<file path="src/rtl/driver_motor_paso.sv">
// Half-step stepper driver for one tracker axis.
// It keeps the absolute position, enforces soft limits and releases the coils after a holding timeout.
module driver_motor_paso #(
    parameter int unsigned DIV_PASO    = 50000,
    parameter int unsigned T_RETENCION = 5000000,
    parameter logic [15:0] POS_MIN     = 16'd0,
    parameter logic [15:0] POS_MAX     = 16'd4095,
    parameter logic [15:0] POS_INICIAL = 16'd2048
) (
    input  logic        clk,
    input  logic        rst,
    input  logic [1:0]  cmd,
    output logic [3:0]  bobinas,
    output logic [15:0] posicion,
    output logic        paso,
    output logic        en_limite,
    output logic        activo
);

    localparam logic [1:0] APAGADO   = 2'd0;
    localparam logic [1:0] MOVER     = 2'd1;
    localparam logic [1:0] RETENCION = 2'd2;

    localparam logic [31:0] PRESC_FIN = 32'(DIV_PASO - 1);
    localparam logic [31:0] HOLD_FIN  = 32'(T_RETENCION - 1);

    logic [1:0]  estado_q, estado_d;
    logic [2:0]  fase_q, fase_d;
    logic [15:0] pos_q, pos_d;
    logic [31:0] presc_q, presc_d;
    logic [31:0] hold_q, hold_d;
    logic [3:0]  bob_q, bob_d;
    logic        paso_q, paso_d;
    logic        lim_q, lim_d;
    logic        act_q, act_d;
    logic        dir_ok;

    function automatic logic [3:0] tabla(input logic [2:0] f);
        case (f)
            3'd0:    tabla = 4'b1000;
            3'd1:    tabla = 4'b1100;
            3'd2:    tabla = 4'b0100;
            3'd3:    tabla = 4'b0110;
            3'd4:    tabla = 4'b0010;
            3'd5:    tabla = 4'b0011;
            3'd6:    tabla = 4'b0001;
            default: tabla = 4'b1001;
        endcase
    endfunction

    always_comb begin
        estado_d = estado_q;
        fase_d   = fase_q;
        pos_d    = pos_q;
        presc_d  = presc_q;
        hold_d   = hold_q;
        paso_d   = 1'b0;
        dir_ok   = cmd[0] ? (pos_q != POS_MIN) : (pos_q != POS_MAX);
        lim_d    = (cmd == 2'b10 && pos_q == POS_MAX) ||
                   (cmd == 2'b11 && pos_q == POS_MIN);
        case (estado_q)
            APAGADO: begin
                if (cmd[1]) begin
                    estado_d = MOVER;
                    presc_d  = '0;
                end
            end
            MOVER: begin
                // Dropping the request wins over a tick landing in the same cycle.
                if (!cmd[1]) begin
                    estado_d = RETENCION;
                    presc_d  = '0;
                    hold_d   = '0;
                end else if (presc_q == PRESC_FIN) begin
                    presc_d = '0;
                    if (dir_ok) begin
                        paso_d = 1'b1;
                        if (cmd[0]) begin
                            fase_d = fase_q - 3'd1;
                            pos_d  = pos_q - 16'd1;
                        end else begin
                            fase_d = fase_q + 3'd1;
                            pos_d  = pos_q + 16'd1;
                        end
                    end
                end else begin
                    presc_d = presc_q + 32'd1;
                end
            end
            RETENCION: begin
                if (cmd[1]) begin
                    estado_d = MOVER;
                    presc_d  = '0;
                end else if (hold_q == HOLD_FIN) begin
                    estado_d = APAGADO;
                end else begin
                    hold_d = hold_q + 32'd1;
                end
            end
            default: estado_d = APAGADO;
        endcase
        bob_d = (estado_d == APAGADO) ? 4'b0000 : tabla(fase_d);
        act_d = (estado_d == MOVER);
    end

    always_ff @(posedge clk) begin
        if (rst) begin
            estado_q <= APAGADO;
            fase_q   <= 3'd0;
            pos_q    <= POS_INICIAL;
            presc_q  <= '0;
            hold_q   <= '0;
            bob_q    <= 4'b0000;
            paso_q   <= 1'b0;
            lim_q    <= 1'b0;
            act_q    <= 1'b0;
        end else begin
            estado_q <= estado_d;
            fase_q   <= fase_d;
            pos_q    <= pos_d;
            presc_q  <= presc_d;
            hold_q   <= hold_d;
            bob_q    <= bob_d;
            paso_q   <= paso_d;
            lim_q    <= lim_d;
            act_q    <= act_d;
        end
    end

    assign bobinas   = bob_q;
    assign posicion  = pos_q;
    assign paso      = paso_q;
    assign en_limite = lim_q;
    assign activo    = act_q;

endmodule
</file>
<file path="config.mk">
export PLATFORM = sky130hd
export DESIGN_NAME = driver_motor_paso
export DESIGN_NICKNAME = d
export VERILOG_FILES = /design/src/rtl/driver_motor_paso.sv
export SDC_FILE = /design/constraint.sdc
export NUM_CORES = 1
export LEC_CHECK = 0
export CAP_MARGIN = 20
export CORE_MARGIN = 2
export CORE_UTILIZATION = 30
export CTS_CLUSTER_DIAMETER = 100
export DETAILED_ROUTE_END_ITERATION = 8
export GPL_TIMING_DRIVEN = 1
export MAX_ROUTING_LAYER = met4
export PLACE_DENSITY_LB_ADDON = 0.25
export RECOVER_POWER = 25
export REMOVE_ABC_BUFFERS = 1
export SLEW_MARGIN = 0
export SYNTH_ARGS = -nofsm -noshare
export SYNTH_HDL_FRONTEND = slang
export SYNTH_SLANG_ARGS = --single-unit
</file>
<file path="constraint.sdc">
create_clock -name clk -period 2.25 [get_ports clk]
set_input_delay 0.45 -clock clk [delete_from_list [all_inputs] [get_ports clk]]
set_output_delay 0.45 -clock clk [all_outputs]
set_load 0.02 [all_outputs]
</file>
==> results of run 1 <==
==> critical path: cells and delay by family <==
| kind | cells | cell delay [ns] |
|---|---|---|
| compound gates | 3 | 0.45 |
| mux | 1 | 0.32 |
| buf+inv | 2 | 0.26 |
| simple gates | 2 | 0.82 |
| fa+ha+maj | 1 | 0.23 |
==> report_power, final <==
part,internal (mW),switching (mW),total [mW]
Sequential,1.63,0.00277,1.63
Combinational,0.102,0.146,0.248
Clock,0.760,0.700,1.46
Total,2.49,0.849,3.34
==> layout make-up <==
type                            instances  share of cell area
Timing Repair Buffer                  146               0.175
Sequential cell                        92               0.264
Clock inverter                          6             0.00677
Inverter                               17             0.00944
Clock buffer                           10              0.0326
Multi-Input combinational cell        485               0.473
Tap cell                              220              0.0392
==> flip-flops by register name, summed over array words and instances (netlist names) <==
signal / flops
estado_q: 2
bobinas: 4
presc_q: 32
posicion: 16
activo: 1
fase_q: 3
paso: 1
en_limite: 1
hold_q: 32
==> cells in the mapped netlist (7+ instances only) <==
library cell,count
o21ai_0,31
a21oi_1,39
clkbuf_1,22
nand4_1,25
nor2_1,89
nor3_1,10
a31oi_1,10
nand2_1,45
xnor2_1,9
ha_1,16
mux2i_1,7
and3_1,14
and4_1,9
xor2_1,32
inv_1,17
dfxtp_1,92
nor4_1,15
nand3_1,33
a311oi_1,14
nor3b_1,7
==> worst max path at each step <==
stage	startpoint	endpoint
after floorplan	presc_q[0]	presc_q[12]
after global placement	cmd[0]	posicion[15]
after detailed placement	cmd[0]	posicion[15]
after CTS	presc_q[20]	posicion[15]
after global routing	posicion[1]	posicion[14]
final	cmd[0]	posicion[15]
==> through the flow <==
step / setup WS, ns / hold slack, ns / utilization
floorplan: -0.805 / 0.443 / -
global placement: -0.828 / 0.484 / 0.387
detailed placement: -0.881 / 0.501 / 0.387
CTS: -0.0576 / 0.502 / 0.416
global route: -0.110 / 0.522 / 0.423
finish: -0.0451 / 0.484 / 0.423
==> timing repair <==
| action | 4_1_cts | 5_1_grt |
|---|---|---|
| pin swaps | 14 | 13 |
| endpoints found under the setup margin | 37 | 40 |
| hold buffers | 0 | 0 |
| buffers inserted | 5 | 0 |
| gates resized for setup | 30 | 29 |
==> routing by layer <==
metal  track usage  vias up
li1              -     2532
met2         0.274       62
met4        0.0497        0
met3        0.0329       13
met1         0.203     2331
met5             -        -
==> cells by family (layout without fill, tap and decap cells) <==
kind of cell | after synthesis | in the layout | synth area share
adder cells (fa/ha/maj) | 18 | 18 | 0.0471
buffers and inverters | 47 | 179 | 0.0375
flip-flops | 92 | 92 | 0.361
AO/OA/AOI/OAI | 132 | 132 | 0.173
AND/OR/NAND/NOR | 285 | 285 | 0.292
XOR/XNOR | 41 | 41 | 0.0704
multiplexers | 9 | 9 | 0.0182
==> out/results.ini, run 1 <==
[layout]
antenna_cells=0
fin_nets=773
areaGrowthSynthToFinish_pct=37.7
final-instance-count-excl-fill=976
multi_input_area_sq_mm=0.00332
final-seq-area_sq_mm=0.00185
final_area_sq_mm=0.00702
final_common_cell=buf_4
final_layout_size_suffix_gt1_frac=0.253
final_cell_mix=buf_4, nor2_1, dfxtp_1
fillers=1672

[clocking]
clkTransAtPathRegs_ns=0.07
cts_tree=yes
htree_num_levels=3
clk_path_buf_depth=2
clock_latency_ns=0.35
numCtsBuffers=9
clockRootBuffer=clkbuf_16
clock_sinks=92

[global_route]
track_usage=0.165
antenna_found_initial=0
grt_start_max_net_pins=59
grt_pass1_vias=4853
grt_overflow=0
grt_pass1_wl_um=23500

[setup_path]
path_common_cell=a21o_1
cp_max_fo=5
rrSetupSlack_ns=-0.03
reg2reg_depth=8
crit_arrival_ns=2.54
r2r-start=presc_q[20]
max_stage_delay_ns=0.50
crit_required_ns=2.49
cp-end-kind=register
crit_chain=buf_4, buf_6, ha_4, a21o_1, a21o_1, or3_1, or4_4, o311ai_4, mux2_4
path_class=in2reg
cp_slowest_cell=or4_4
critPathLaunchType=input port
r2r_end=posicion[15]

[status]
violations=setup timing
status=finished, violations left

[place]
dp_hpwl_um=9720
io_buffers=26
gp_congestion=0.866
dp.cells=955
placed_cell_area_sq_mm=0.00642

[timing]
maxSlewViolCount=0
rsz0062_at_grt=true
max_freq_mhz=436
max_slew.worst_pin.slew_ns=0.691
min_period_ns=2.30
finalWorstSetupSlack_ns=-0.0451
finalSetupTns_ns=-0.0588
hold_viol=0
slew_headroom=0.539
skew_ns=0.00554
setup_viol=2
fin_crit_sh=1.02

[yosys]
synth_top_area_cell=dfxtp_1
synth_top_flop_cell=dfxtp_1
ys_seq_area_frac=0.361
syn-cell-area_sq_mm=0.00510
avgSynthCellArea_sq_um=8.17
synth_seq_cells=92
synth_area_leaders=dfxtp_1, nor2_1, xor2_1
ys_warn_count=0
synth.distinct_cells=62
synthArstFlopShare=0
synth_cells=624
synth_top_area_frac=0.361
synth_edf_count=0

[routing]
wl_met3_um=467
routedLengthMet1_um=6520
route.vias.total=4938
totalWireLength_um=14000
met2_length_um=6780
routed.top_layer=met4
drcViolationCount=0
drt_iter0_drc=373
drt_first_pass_iters=6
via_per_inst=5.06
ant_nets=0
routedWlPerCell_um=14.3

[power]
ir_drop_uv=395
power-per-cell-area_mw_per_mm2=476
leakage_nw=2.74
power_mw=3.34

[floorplan]
dieArea_sq_mm=0.0181
core-area_sq_mm=0.0166
initial_utilization=0.308
fp.dieH_um=134
die_w_um=134
rows=47
ioPinCount=27

[hold_path]
holdPathEnd=posicion[7]
hold_depth=2
hp-class=reg2reg
hold_start=posicion[7]

[job]
maxCapViolations=0

(Power assumes the default switching activity.)
==> inputs of run 2 (changes only) <==
Settings changed: PLACE_DENSITY set to 0.55, PLACE_DENSITY_LB_ADDON 0.25 to not set, SETUP_SLACK_MARGIN set to 0.05.
==> out/results.ini, run 2 (same netlist as run 1, synthesis figures left out) <==
[status]
status=finished, violations left
violations=setup timing

[setup_path]
rrSetupSlack_ns=-0.02  ; about the same
cp-end-kind=register
r2r-start=presc_q[20]
crit_required_ns=2.49  ; about the same
cp_max_fo=2  ; -3
reg2reg_depth=7  ; -1
r2r_end=posicion[15]
cp_slowest_cell=or4_4
path_class=reg2reg
startpoint=presc_q[20]
max_stage_delay_ns=0.54  ; +0.04 ns
critPathLaunchType=register
crit_arrival_ns=2.51  ; -0.03 ns
crit_chain=nor4_4, nand4_1, nor2_2, nand3_2, or4_4, o311ai_2, mux2_1

[hold_path]
hp-class=reg2reg
hold_depth=1  ; -1
hold_start=presc_q[31]
holdPathEnd=presc_q[31]

[layout]
final_common_cell=buf_4
antenna_cells=0  ; unchanged
fin_nets=792  ; +2.5%
final_cell_mix=buf_4, nor2_1, dfxtp_1
multi_input_area_sq_mm=0.00338  ; +1.8%
fillers=1610  ; -3.7%
fin_util=0.437  ; +0.0134
final_layout_size_suffix_gt1_frac=0.290  ; +0.0377
areaGrowthSynthToFinish_pct=42.0
final_area_sq_mm=0.00724  ; +3.2%
final-seq-area_sq_mm=0.00186  ; +0.47%

[job]
maxCapViolations=0  ; unchanged

[power]
power-per-cell-area_mw_per_mm2=472  ; -0.80%
leakage_nw=2.81  ; +2.3%
ir_drop_uv=328  ; -17%
power_mw=3.42  ; +2.3%

[routing]
drcViolationCount=0  ; unchanged
drt_first_pass_iters=5  ; -1
route.vias.total=5070  ; +2.7%
totalWireLength_um=14100  ; +0.57%
via_per_inst=5.10  ; +0.71%
routedWlPerCell_um=14.1  ; -1.4%
ant_nets=0  ; unchanged
drt_iter0_drc=247  ; -34%

[timing]
slew_headroom=0.543  ; +0.00353
max_slew.worst_pin.slew_ns=0.686  ; -0.00530 ns
finalSetupTns_ns=-0.0247  ; +0.0341 ns
rsz0062_at_grt=true
setup_viol=1  ; -1
fin_crit_sh=1.01  ; -0.00906
skew_ns=0.00929  ; +0.00375 ns
hold_viol=0  ; unchanged
maxSlewViolCount=0  ; unchanged
min_period_ns=2.27  ; -0.0204 ns
finalWorstSetupSlack_ns=-0.0247  ; +0.0204 ns
hold_slack_ns=0.491  ; +0.00708 ns
max_freq_mhz=440  ; +0.90%

[clocking]
clock_sinks=92  ; unchanged
clockRootBuffer=clkbuf_16
clkTransAtPathRegs_ns=0.07  ; about the same
clk_path_buf_depth=2  ; unchanged
cts_tree=yes
numCtsBuffers=9  ; unchanged
ctsHoldBuffers=0  ; unchanged
clock_latency_ns=0.36  ; about the same
htree_num_levels=3  ; unchanged

[global_route]
antenna_found_initial=0  ; unchanged
track_usage=0.162  ; -0.00286
grt_pass1_wl_um=23500  ; -0.11%
grt_start_max_net_pins=59  ; unchanged
grt_pass1_vias=4954  ; +2.1%
grt_overflow=0  ; unchanged

[floorplan]
rows=47  ; unchanged
dieArea_sq_mm=0.0181  ; unchanged
die_w_um=134  ; unchanged
fp.dieH_um=134  ; unchanged
ioPinCount=27  ; unchanged
core-area_sq_mm=0.0166  ; unchanged
initial_utilization=0.308  ; unchanged

[place]
placed_cell_area_sq_mm=0.00644  ; +0.31%
io_buffers=26  ; unchanged
gp_congestion=0.914  ; +5.5%
dp_hpwl_um=9700  ; -0.19%

run 2: cell types whose count changed in the layout (fill, tap and decap cells not counted), moves of 3 or more:
cell	before	now
buf_12	5	2
buf_4	110	128
dlygate4sd3_1	13	0
dfxtp_1	84	81
clkdlybuf4s50_1	11	24
ha_1	11	8
run 2: final cells by class:
class                   count  share of cell area
multi-input cells         485               0.467
flip-flops and latches     92               0.257
repair buffers            165               0.188
well taps                 220              0.0380
clock buffers               9              0.0311
clock inverters             7              0.0102
inverters                  17             0.00916
run 2: worst max path at each step:
| stage | to | slack, ns | depth (start not counted) |
|---|---|---|---|
| finish | posicion[15] | -0.02 | 7 |
| global route | posicion[15] | -0.09 | 8 |
| CTS | posicion[15] | -0.09 | 8 |
| detailed placement | posicion[15] | -0.91 | 10 |
| global placement | posicion[15] | -0.85 | 10 |
| floorplan | presc_q[12] | -0.81 | 7 |
run 2: routing by layer:
metal  wire (um)  part of all wire  track usage
met1        6570              0.47        0.197
met2        6990              0.50        0.272
met3         417             0.030       0.0374
met4          81            0.0058       0.0427
met5           0                 0            -
run 2: what timing repair did:
action                                  4_1_cts  5_1_grt
pin swaps                                    13       31
endpoints found under the setup margin       32       42
gates cloned                                  1        2
setup buffers                                 9        6
gates resized for setup                      22       59
run 2: worst max-delay path, delay by kind of cell, from the launching register on:
| family | cells | cell delay, ns |
|---|---|---|
| flip-flops | 1 | 0.35 |
| AO/OA/AOI/OAI | 1 | 0.10 |
| AND/OR/NAND/NOR | 5 | 1.36 |
| multiplexers | 1 | 0.35 |
run 2: power breakdown:
group          switching [mW]  leakage (nW)  internal (mW)
combinational           0.149          1.91          0.112
sequential            0.00262         0.747           1.63
clock                   0.740         0.148          0.789
run 2: metrics by stage:
step                      std cells  worst slack, ns
final                           995          -0.0247
after global routing            995          -0.0875
after CTS                       987          -0.0925
after detailed placement        961           -0.913
after global placement          961           -0.854
after floorplan                 594           -0.805
